**config.mk**
```make
export PLATFORM = sky130hd
export DESIGN_NAME = bcrypt_core_out_serializer
export DESIGN_NICKNAME = d
export VERILOG_FILES = /design/src/rtl/bcrypt_core_out_serializer.sv
export SDC_FILE = /design/constraint.sdc
export NUM_CORES = 1
export LEC_CHECK = 0
export ABC_AREA = 1
export ABC_CLOCK_PERIOD_IN_PS = 2400
export BUFFER_PORTS_ARGS = -buffer_cell sky130_fd_sc_hd__buf_2
export CAP_MARGIN = 5
export CELL_PAD_IN_SITES_DETAIL_PLACEMENT = 1
export CELL_PAD_IN_SITES_GLOBAL_PLACEMENT = 2
export CORE_MARGIN = 2
export CORE_UTILIZATION = 37
export DETAILED_ROUTE_END_ITERATION = 10
export GPL_ROUTABILITY_DRIVEN = 0
export GPL_TIMING_DRIVEN = 0
export PLACE_DENSITY_LB_ADDON = 0.25
export SETUP_SLACK_MARGIN = 0.4
export SYNTH_ARGS = -nofsm -noshare
export SYNTH_HDL_FRONTEND = slang
export SYNTH_SLANG_ARGS = --single-unit
export TNS_END_PERCENT = 50
```
**constraint.sdc**
```tcl
create_clock -name CLK -period 2.4 [get_ports CLK]
set_clock_uncertainty 0.15 [all_clocks]
set_input_delay 0.24 -clock CLK [delete_from_list [all_inputs] [get_ports CLK]]
set_output_delay 0.24 -clock CLK [all_outputs]
set_load 0.02 [all_outputs]
```
**src/rtl/bcrypt_core_out_serializer.sv**
```systemverilog
// Core-side result buffer and 1-bit LSB-first frame transmitter drained by the bcrypt arbiter.
// A frame is a start bit, two header words and, depending on mode_cmp/cmp_result, sixteen data words.
module bcrypt_core_out_serializer #(
   parameter int HASH_NUM_W  = 2,
   parameter int START_DELAY = 2
) (
   input  logic                  CLK,
   input  logic                  rst,
   input  logic                  mode_cmp,
   input  logic                  wr_en,
   input  logic [3:0]            wr_addr,
   input  logic [15:0]           din,
   input  logic                  cmp_result,
   input  logic [HASH_NUM_W-1:0] hash_num,
   input  logic                  commit,
   output logic                  ready,
   input  logic                  rd_en,
   output logic                  empty,
   output logic                  dout,
   output logic                  err
);

   typedef enum logic [2:0] {
      S_IDLE,
      S_FULL,
      S_DELAY,
      S_START,
      S_HDR0,
      S_HDR1,
      S_DATA
   } state_t;

   localparam logic [3:0]  DELAY_LAST = 4'(START_DELAY);
   localparam logic [15:0] HDR1_WORD  = 16'h00BC;

   state_t                  state_q, state_d;
   logic [3:0]              dly_cnt_q, dly_cnt_d;
   logic [3:0]              bit_idx_q, bit_idx_d;
   logic [3:0]              word_idx_q, word_idx_d;
   logic                    cmp_r_q, cmp_r_d;
   logic [HASH_NUM_W-1:0]   hash_num_r_q, hash_num_r_d;
   logic                    mode_q, mode_d;
   logic                    dout_q, dout_d;
   logic                    ready_q, ready_d;
   logic                    empty_q, empty_d;
   logic                    err_q, err_d;
   logic [15:0]             buf_q [16];
   logic [15:0]             hdr0;
   logic                    buf_wr;

   assign buf_wr = wr_en & ready_q;

   always_comb begin
      hdr0                     = '0;
      hdr0[5]                  = cmp_r_q;
      hdr0[6 +: HASH_NUM_W]    = hash_num_r_q;
   end

   // dout_d is derived from the next state so that dout stays a pure register output.
   always_comb begin
      state_d      = state_q;
      dly_cnt_d    = dly_cnt_q;
      bit_idx_d    = bit_idx_q;
      word_idx_d   = word_idx_q;
      cmp_r_d      = cmp_r_q;
      hash_num_r_d = hash_num_r_q;
      mode_d       = mode_q;
      err_d        = err_q | ((wr_en | commit) & ~ready_q);

      unique case (state_q)
         S_IDLE: begin
            if (commit) begin
               state_d      = S_FULL;
               cmp_r_d      = cmp_result;
               hash_num_r_d = hash_num;
            end
         end
         S_FULL: begin
            if (rd_en) begin
               state_d   = S_DELAY;
               dly_cnt_d = 4'd1;
               mode_d    = mode_cmp;
            end
         end
         S_DELAY: begin
            if (dly_cnt_q == DELAY_LAST) begin
               state_d   = S_START;
               dly_cnt_d = 4'd0;
            end else begin
               dly_cnt_d = dly_cnt_q + 4'd1;
            end
         end
         S_START: begin
            state_d   = S_HDR0;
            bit_idx_d = 4'd2;
         end
         S_HDR0: begin
            bit_idx_d = bit_idx_q + 4'd1;
            if (bit_idx_q == 4'd15) begin
               state_d = S_HDR1;
            end
         end
         S_HDR1: begin
            bit_idx_d = bit_idx_q + 4'd1;
            if (bit_idx_q == 4'd15) begin
               word_idx_d = 4'd0;
               state_d    = (~mode_q | cmp_r_q) ? S_DATA : S_IDLE;
            end
         end
         S_DATA: begin
            bit_idx_d = bit_idx_q + 4'd1;
            if (bit_idx_q == 4'd15) begin
               word_idx_d = word_idx_q + 4'd1;
               if (word_idx_q == 4'd15) begin
                  state_d = S_IDLE;
               end
            end
         end
         default: state_d = S_IDLE;
      endcase

      unique case (state_d)
         S_START: dout_d = 1'b1;
         S_HDR0:  dout_d = hdr0[bit_idx_d];
         S_HDR1:  dout_d = HDR1_WORD[bit_idx_d];
         S_DATA:  dout_d = buf_q[word_idx_d][bit_idx_d];
         default: dout_d = 1'b0;
      endcase

      ready_d = (state_d == S_IDLE);
      empty_d = (state_d != S_FULL);
   end

   always_ff @(posedge CLK) begin
      if (rst) begin
         state_q      <= S_IDLE;
         dly_cnt_q    <= '0;
         bit_idx_q    <= '0;
         word_idx_q   <= '0;
         cmp_r_q      <= 1'b0;
         hash_num_r_q <= '0;
         mode_q       <= 1'b0;
         dout_q       <= 1'b0;
         ready_q      <= 1'b1;
         empty_q      <= 1'b1;
         err_q        <= 1'b0;
      end else begin
         state_q      <= state_d;
         dly_cnt_q    <= dly_cnt_d;
         bit_idx_q    <= bit_idx_d;
         word_idx_q   <= word_idx_d;
         cmp_r_q      <= cmp_r_d;
         hash_num_r_q <= hash_num_r_d;
         mode_q       <= mode_d;
         dout_q       <= dout_d;
         ready_q      <= ready_d;
         empty_q      <= empty_d;
         err_q        <= err_d;
      end
   end

   // Buffer contents are don't-care after reset, so the storage carries no reset.
   always_ff @(posedge CLK) begin
      if (buf_wr) begin
         buf_q[wr_addr] <= din;
      end
   end

   assign ready = ready_q;
   assign empty = empty_q;
   assign dout  = dout_q;
   assign err   = err_q;

endmodule

```
==> results of run 1 <==
-- stage by stage --
step	area, um^2	setup slack [ps]
5_1_grt	15800	-899
2_1_floorplan	12400	-58.6
3_5_place_dp	13500	-987
4_1_cts	15300	-704
3_3_place_gp	13100	-938
6_report	15800	-734
-- how the worst max path moves through the flow --
| stage | slack [ps] | cells after the start | start | to |
|---|---|---|---|---|
| 6_report | -730 | 22 | bit_idx_q[1] | dout |
| 5_1_grt | -900 | 22 | bit_idx_q[1] | dout |
| 4_1_cts | -700 | 18 | state_q[2] | dout |
| 3_5_place_dp | -990 | 21 | bit_idx_q[1] | dout |
| 3_3_place_gp | -940 | 22 | bit_idx_q[1] | dout |
| 2_1_floorplan | -60 | 21 | bit_idx_q[1] | dout |
-- cell usage after synthesis --
library cell / number
a2111oi_0: 1
a211oi_1: 1
a21oi_1: 11
a221oi_1: 1
a31oi_1: 1
buf_1: 2
buf_2: 40
buf_4: 4
buf_6: 9
clkbuf_1: 6
clkinv_1: 1
dfxtp_1: 23
edfxtp_1: 256
ha_1: 5
inv_1: 116
inv_2: 4
nand2_1: 348
nand2_2: 3
nand2_4: 1
nand3_1: 214
nand3_2: 4
nand3b_1: 49
nand4_1: 3
nor2_1: 59
nor2_2: 1
nor2_4: 1
nor3_1: 7
nor3_2: 1
o211ai_1: 5
o21ai_0: 8
o21ai_1: 3
o21bai_1: 1
o22ai_1: 2
or2_2: 3
xnor2_1: 1
xor2_1: 1
-- per-layer routing --
layer	track usage [%]	up-vias	share of wire (%)	wire (um)
met3	2.63	63	5.7	2360
li1	-	4348	-	-
met1	33.3	4720	45	18800
met4	6.56	0	2.2	894
met5	0	-	0	0
met2	38.8	269	47	19500
-- cells by family (layout without fill, tap and decap cells) --
kind of cell	Yosys count	in the layout	share of synthesized area, %
buffers and inverters	182	347	6.59
xor gates and xnor gates	2	2	0.142
DFF	279	279	65.8
adders and majority gates	5	5	0.505
AOI/OAI and AO/OA	34	34	1.61
and+or+nand+nor	694	695	25.3
-- worst register-to-register path, delay by kind of cell, from the launching register on --
kind | cells | cell delay [ps]
adders and majority gates | 2 | 450
AOI/OAI and AO/OA | 1 | 60
and+or+nand+nor | 16 | 1690
buffers and inverters | 3 | 330
DFF | 1 | 350
-- area by class of cell --
type	count	area [um^2]
flip-flops and latches	279	8150
clock buffers	43	858
clock inverters	13	87.6
multi-input cells	736	3880
plain buffers	61	586
fillers	3589	16900
repair inverters	1	8.76
repair buffers	108	1180
inverters	121	474
well taps	442	553
-- state kept, by name (all words and copies together), names as in the netlist --
register      cells
dly_cnt_q         4
empty             1
cmp_r_q           1
state_q           3
ready             1
mode_q            1
err               1
buf_q           256
hash_num_r_q      2
bit_idx_q         4
dout              1
word_idx_q        4
-- report_power, final --
group	total [mW]	switching [mW]	internal (mW)
logic	0.560	0.373	0.188
registers	5.40	0.0256	5.38
clock network	4.48	1.91	2.58
-- what timing repair did --
action / CTS / global route
gates cloned: 2 / 5
pin swaps: 22 / 36
setup endpoints to repair: 218 / 73
setup buffers: 19 / 11
gates resized for setup: 78 / 95
hold buffers: 27 / 0
endpoints found under the hold margin: 266 / 0
==> impl_results.md, run 1 <==
* Run status: finished, violations left
* Failing checks: hold timing, setup timing
* DRC Markers at 0
* Final Hold Vio Count at 2
* CTS tree: done
* Core Area at 32700 um^2
* # IOs at 33
* Sequential fraction of the synthesis area at 65.8%
* Commonest non-fill, non-tap cell in the layout: nand2_1
* Max Slew Vio Count at 0
* Layout cells sized above 1 at 21.8%
* Antenna Violating Nets Remaining at 0
* Vias in the first global route at 9912
* Max-cap violations at 0
* Worst Reg-to-Reg Cells at 22
* Min-delay worst type: input pin to flip-flop
* Worst-path cell chain: ha_4 -> nand3_4 -> ha_4 -> inv_2 -> nand4_1 -> nand3_4 -> nand2_8 -> buf_12 -> buf_12 -> nand2_1 -> nand3_1 -> nand3_1 -> nand3_2 -> nand2_2 -> nand2_1 -> nand2_1 -> nor2_4 -> nor2_2 -> nor2_1 -> nand2_1 -> nand2_1 -> a21oi_2
* Root buffer cell: clkbuf_16
* Ant diodes at 0
* Die ar. at 34900 um^2
* Reg2reg start: bit_idx_q[1]
* Synth warn at 0
* WHS at -36.8 ps
* Crit-path leading delay family: simple AND/OR/NAND/NOR gates
* Least-Margin Pin Slew at 620 ps
* Top cell type's share of synthesized area at 62.1%
* Pwr dens at 662 nW/um^2
* Hold path endpoint: cmp_r_q
* Yosys top cell by area: edfxtp_1
* Setup ws final at -734 ps
* Count of H-tree levels built during CTS at 1
* Reg-to-Reg End: dout
* Num CTS Buffers at 31
* Initial antenna violation count at 0
* PortBufs at 31
* Vias at 9400
* Detail Placement HPWL at 27500 um
* Clock tree buffer depth at 3
* #FFs+latches synth at 279
* Peak VDD IR at 0.520 mV
* Leakage at 6.33 nW
* Final core utilization at 48.2%
* TritonCTS Sinks at 279
* Worst path buffer plus inverter count at 3
* Synthesized net count at 1230
* Fin cells at 1804
* Reg clk slew, reported paths at 60 ps
* Clock insertion delay at the later pin of the skew report at 560 ps
* Drt total wl at 41500 um
* Critical Path Fanout Max at 10
* Rel. slew slack at 58.2%
* CP arrival at 3420 ps
* Nets at 1373
* Cells after Synth at 1196
* Fmax at 0.319 GHz
* GR Util All Layers at 23.6%
* Final min period at 3130 ps
* Largest net degree at the start of global routing at 17
* Setup slack, reg-to-reg at -730 ps
* Mapped Area at 12400 um^2
* Startpoint types: flip-flop
* CP dominant cell by count: nand2_1
* Fin crit share at 131%
* Area grow syn2layout at 27.4%
* First-pass GRT wire length at 61800 um
* Most frequent cells in the layout: nand2_1 (323), edfxtp_1 (256), nand3_1 (179), inv_1 (114), nand3b_1 (49)
* Top post-synthesis cells by area: edfxtp_1 (62%), nand2_1 (11%), nand3_1 (8.7%), dfxtp_1 (3.7%), inv_1 (3.5%)
* Placed insts at 1684
* Setup tns final at -734 ps
* Mean Syn Cell Area at 10.4 um^2
* # rows at 66
* Total grt overflow at 0
* Power Total at 10.4 mW
* RSZ-0062 raised after global routing: true
* Die width at 187 um
* Die H at 187 um
* 1st-iter DRT viols at 766
* Hold depth at 4
* Hold Crit Start: commit
* Critical path class: flip-flop to flip-flop
* Starting density of the core at 37.9%
* Vias per cell at 5.21
* TritonRoute pass-1 iters at 5
* CP endpoint kind: flip-flop
* Slowest CP cell: dfxtp_2
* CP max stage delay at 350 ps
* WL/cell at 23.0 um
* Setup-failing EPs final at 1
* Post-synth cell types at 36
* CP required at 2690 ps
No activity file was read; power rests on OpenSTA's default activity.
==> inputs of run 2 (changes only) <==
--- a/config.mk
+++ b/config.mk
@@ -5,14 +5,13 @@
 export SDC_FILE = /design/constraint.sdc
 export NUM_CORES = 1
 export LEC_CHECK = 0
-export ABC_AREA = 1
 export ABC_CLOCK_PERIOD_IN_PS = 2400
 export BUFFER_PORTS_ARGS = -buffer_cell sky130_fd_sc_hd__buf_2
 export CAP_MARGIN = 5
 export CELL_PAD_IN_SITES_DETAIL_PLACEMENT = 1
 export CELL_PAD_IN_SITES_GLOBAL_PLACEMENT = 2
 export CORE_MARGIN = 2
-export CORE_UTILIZATION = 37
+export CORE_UTILIZATION = 39
 export DETAILED_ROUTE_END_ITERATION = 10
 export GPL_ROUTABILITY_DRIVEN = 0
 export GPL_TIMING_DRIVEN = 0
==> impl_results.md, run 2 <==
* Primary FF master, synth: edfxtp_1
* CP max stage delay at 390 ps (+40 ps)
* Reg clk slew, reported paths at 60 ps (about the same)
* Synthesized net count at 964 (-22%)
* Die ar. at 31100 um^2 (-11%)
* Vias at 8528 (-9.3%)
* Total grt overflow at 0 (unchanged)
* Final Hold Vio Count at 0 (-2)
* Slowest CP cell: or3_4
* Peak VDD IR at 0.525 mV (+0.92%)
* Commonest non-fill, non-tap cell in the layout: edfxtp_1
* Worst-path cell chain: ha_4 -> nand3_4 -> ha_4 -> a21boi_2 -> o32ai_4 -> or2_1 -> buf_6 -> buf_12 -> mux2i_1 -> mux2i_1 -> o2111ai_2 -> nand3_2 -> nand4_1 -> nor4_2 -> or3_4
* Largest Register: buf_q
* Yosys top cell by area: edfxtp_1
* Ant diodes at 0 (unchanged)
* CTS tree: done
* Area grow syn2layout at 27.6%
* Internal power at 8.19 mW (+0.60%)
* GR Util All Layers at 25.5% (+1.9 points)
* Placed insts at 1365 (-19%)
* # IOs at 33 (unchanged)
* Clk pwr share at 43.0% (about the same)
* DRC Markers at 0 (unchanged)
* Mean Syn Cell Area at 12.4 um^2 (+20%)
* CP endpoint kind: flip-flop
* Seq pwr share at 51.8% (about the same)
* # rows at 63 (-4.5%)
* Critical path class: flip-flop to flip-flop
* Setup ws final at -1020 ps (-290 ps)
* Fmax at 0.292 GHz (-8.5%)
* Max FFs per register at 256 (unchanged)
* WL/cell at 27.0 um (+17%)
* Num CTS Buffers at 30 (-3.2%)
* First-pass GRT wire length at 57400 um (-7.0%)
* Root buffer cell: clkbuf_16
* Most frequent cells in the layout: edfxtp_1 (256), nand2_1 (222), nand3_1 (97), buf_2 (42), nor2_1 (35)
* Sequential fraction of the synthesis area at 70.4% (+4.6 points)
* Comb power frac at 5.2% (-0.2 points)
* Mapped Area at 11600 um^2 (-6.5%)
* Failing checks: setup timing
* Run status: finished, violations left
* Max-cap violations at 0 (unchanged)
* CP required at 2670 ps (-20 ps)
* Count of H-tree levels built during CTS at 1 (unchanged)
* Die H at 176 um (-5.7%)
* TritonCTS Sinks at 279 (unchanged)
* CP arrival at 3700 ps (+280 ps)
* Final min period at 3420 ps (+290 ps)
* Die width at 176 um (-5.7%)
* Starting density of the core at 39.3% (+1.5 points)
* Most instantiated cells after synthesis: edfxtp_1 (256), nand2_1 (225), nand3_1 (100), nor2_1 (54), nand4_1 (33)
* TritonRoute pass-1 iters at 5 (unchanged)
* Initial antenna violation count at 0 (unchanged)
* Antenna Violating Nets Remaining at 0 (unchanged)
* Critical Path Fanout Max at 7 (-3)
* Max Slew Vio Count at 0 (unchanged)
* Fin cells at 1473 (-18%)
* Largest net degree at the start of global routing at 17 (unchanged)
* Detail Placement HPWL at 25800 um (-6.2%)
* Min-delay worst type: input pin to flip-flop
* Layout cells sized above 1 at 22.4% (+0.63 points)
* Power Total at 10.4 mW (-0.14%)
* Post-DP Area at 12600 um^2 (-6.3%)
* Clock tree buffer depth at 3 (unchanged)
* Cells after Synth at 930 (-22%)
* Startpoint types: flip-flop
* Drt total wl at 39700 um (-4.4%)
* Core Area at 29400 um^2 (-10%)
* Most common cell in the netlist: edfxtp_1
* Sw Share at 21.5% (-0.58 points)
* Clock insertion delay at the later pin of the skew report at 550 ps (about the same)
* #FFs+latches synth at 279 (unchanged)
* Fin area at 14800 um^2 (-6.4%)
* Switching component of the power at 2.24 mW (-2.8%)
* Nets at 1098 (-20%)
* Vias in the first global route at 8740 (-12%)
* RSZ-0062 raised after global routing: true
* Vias per cell at 5.79 (+11%)
* Ys async rst share at 0% (unchanged)
* Setup-failing EPs final at 1 (unchanged)
* Fin crit share at 143% (+12 points)
* PortBufs at 32 (+3.2%)
* Least-Margin Pin Slew at 595 ps (-25.6 ps)
* 1st-iter DRT viols at 810 (+5.7%)
* Top post-synthesis cells by area: edfxtp_1 (66%), nand2_1 (7.3%), nand3_1 (4.3%), dfxtp_1 (4.0%), mux2i_1 (2.8%)
* Dpl ws at -1570 ps (-586 ps)
* Rel. slew slack at 60.3% (+2.0 points)
* Leakage at 5.18 nW (-18%)
* Top cell type's share of synthesized area at 66.5% (+4.4 points)
* Post-synth cell types at 56 (+56%)
* Synth warn at 0 (unchanged)
* EDFF count, synth at 256 (unchanged)
* Pwr dens at 707 nW/um^2 (+6.7%)
run 2: final cells by class:
class                           count  area (um^2)
Clock inverter                     17          145
Timing Repair Buffer              102         1120
Inverter                            3         11.3
Sequential cell                   279         8160
Multi-Input combinational cell    596         3600
Fill cell                        2954        14600
Tap cell                          390          488
Buffer                             52          442
Clock buffer                       34          787
run 2: worst max-delay path: cells and delay by family (launching register included):
kind | cells | cell delay (ps)
buffers and inverters | 2 | 260
AO/OA/AOI/OAI | 3 | 680
multiplexers | 2 | 310
flip-flops | 1 | 360
adder cells (fa/ha/maj) | 2 | 460
AND/OR/NAND/NOR | 6 | 1060
run 2: final timing paths:
kind,slack [ps],depth (start not counted),start,end
worst min register to register,320,2,err,err
worst max register to register,-1020,15,bit_idx_q[0],dout
worst min-delay path,20,5,rd_en,mode_q
worst max-delay path,-1020,15,bit_idx_q[0],dout
run 2: cells by family (layout without fill, tap and decap cells):
logic type / count (synthesis) / in the layout / synth area share [%]
multiplexers: 33 / 33 / 2.87
AND/OR/NAND/NOR: 461 / 461 / 17.9
AO/OA/AOI/OAI: 96 / 96 / 5.89
flip-flops: 279 / 279 / 70.4
buffers and inverters: 55 / 208 / 2.33
adder cells (fa/ha/maj): 5 / 5 / 0.541
XOR/XNOR: 1 / 1 / 0.0757
run 2: per-stage QoR:
stage	setup TNS (ps)	hold slack, ps	utilization (%)
finish	-1020	23.8	50.2
global route	-1070	59.2	50.2
CTS	-933	23.3	49.4
detailed placement	-4920	310	43.0
global placement	-150820	300	41.9
floorplan	-588	186	-
run 2: repair_timing:
action | CTS | global route
buffers inserted | 24 | 10
setup endpoints to repair | 223 | 100
endpoints found under the hold margin | 264 | 0
gates resized for setup | 105 | 42
pin swaps | 33 | 17
hold buffers | 23 | 0
run 2: power groups by stage:
stage	Combinational [mW]	Clock [mW]	Sequential, mW
floorplan	0.195	0	5.51
global placement	0.404	0	5.51
detailed placement	0.437	0	5.51
CTS	0.516	4.53	5.40
global route	0.583	4.72	5.41
finish	0.544	4.48	5.40
run 2: routing by layer:
metal | GRT usage (%) | part of all wire (%) | vias to the layer above
met1 | 33.8 | 42 | 4423
met5 | 0 | 0 | -
li1 | - | - | 3750
met3 | 2.43 | 5.4 | 67
met4 | 7.64 | 3.0 | 0
met2 | 44.7 | 50 | 288
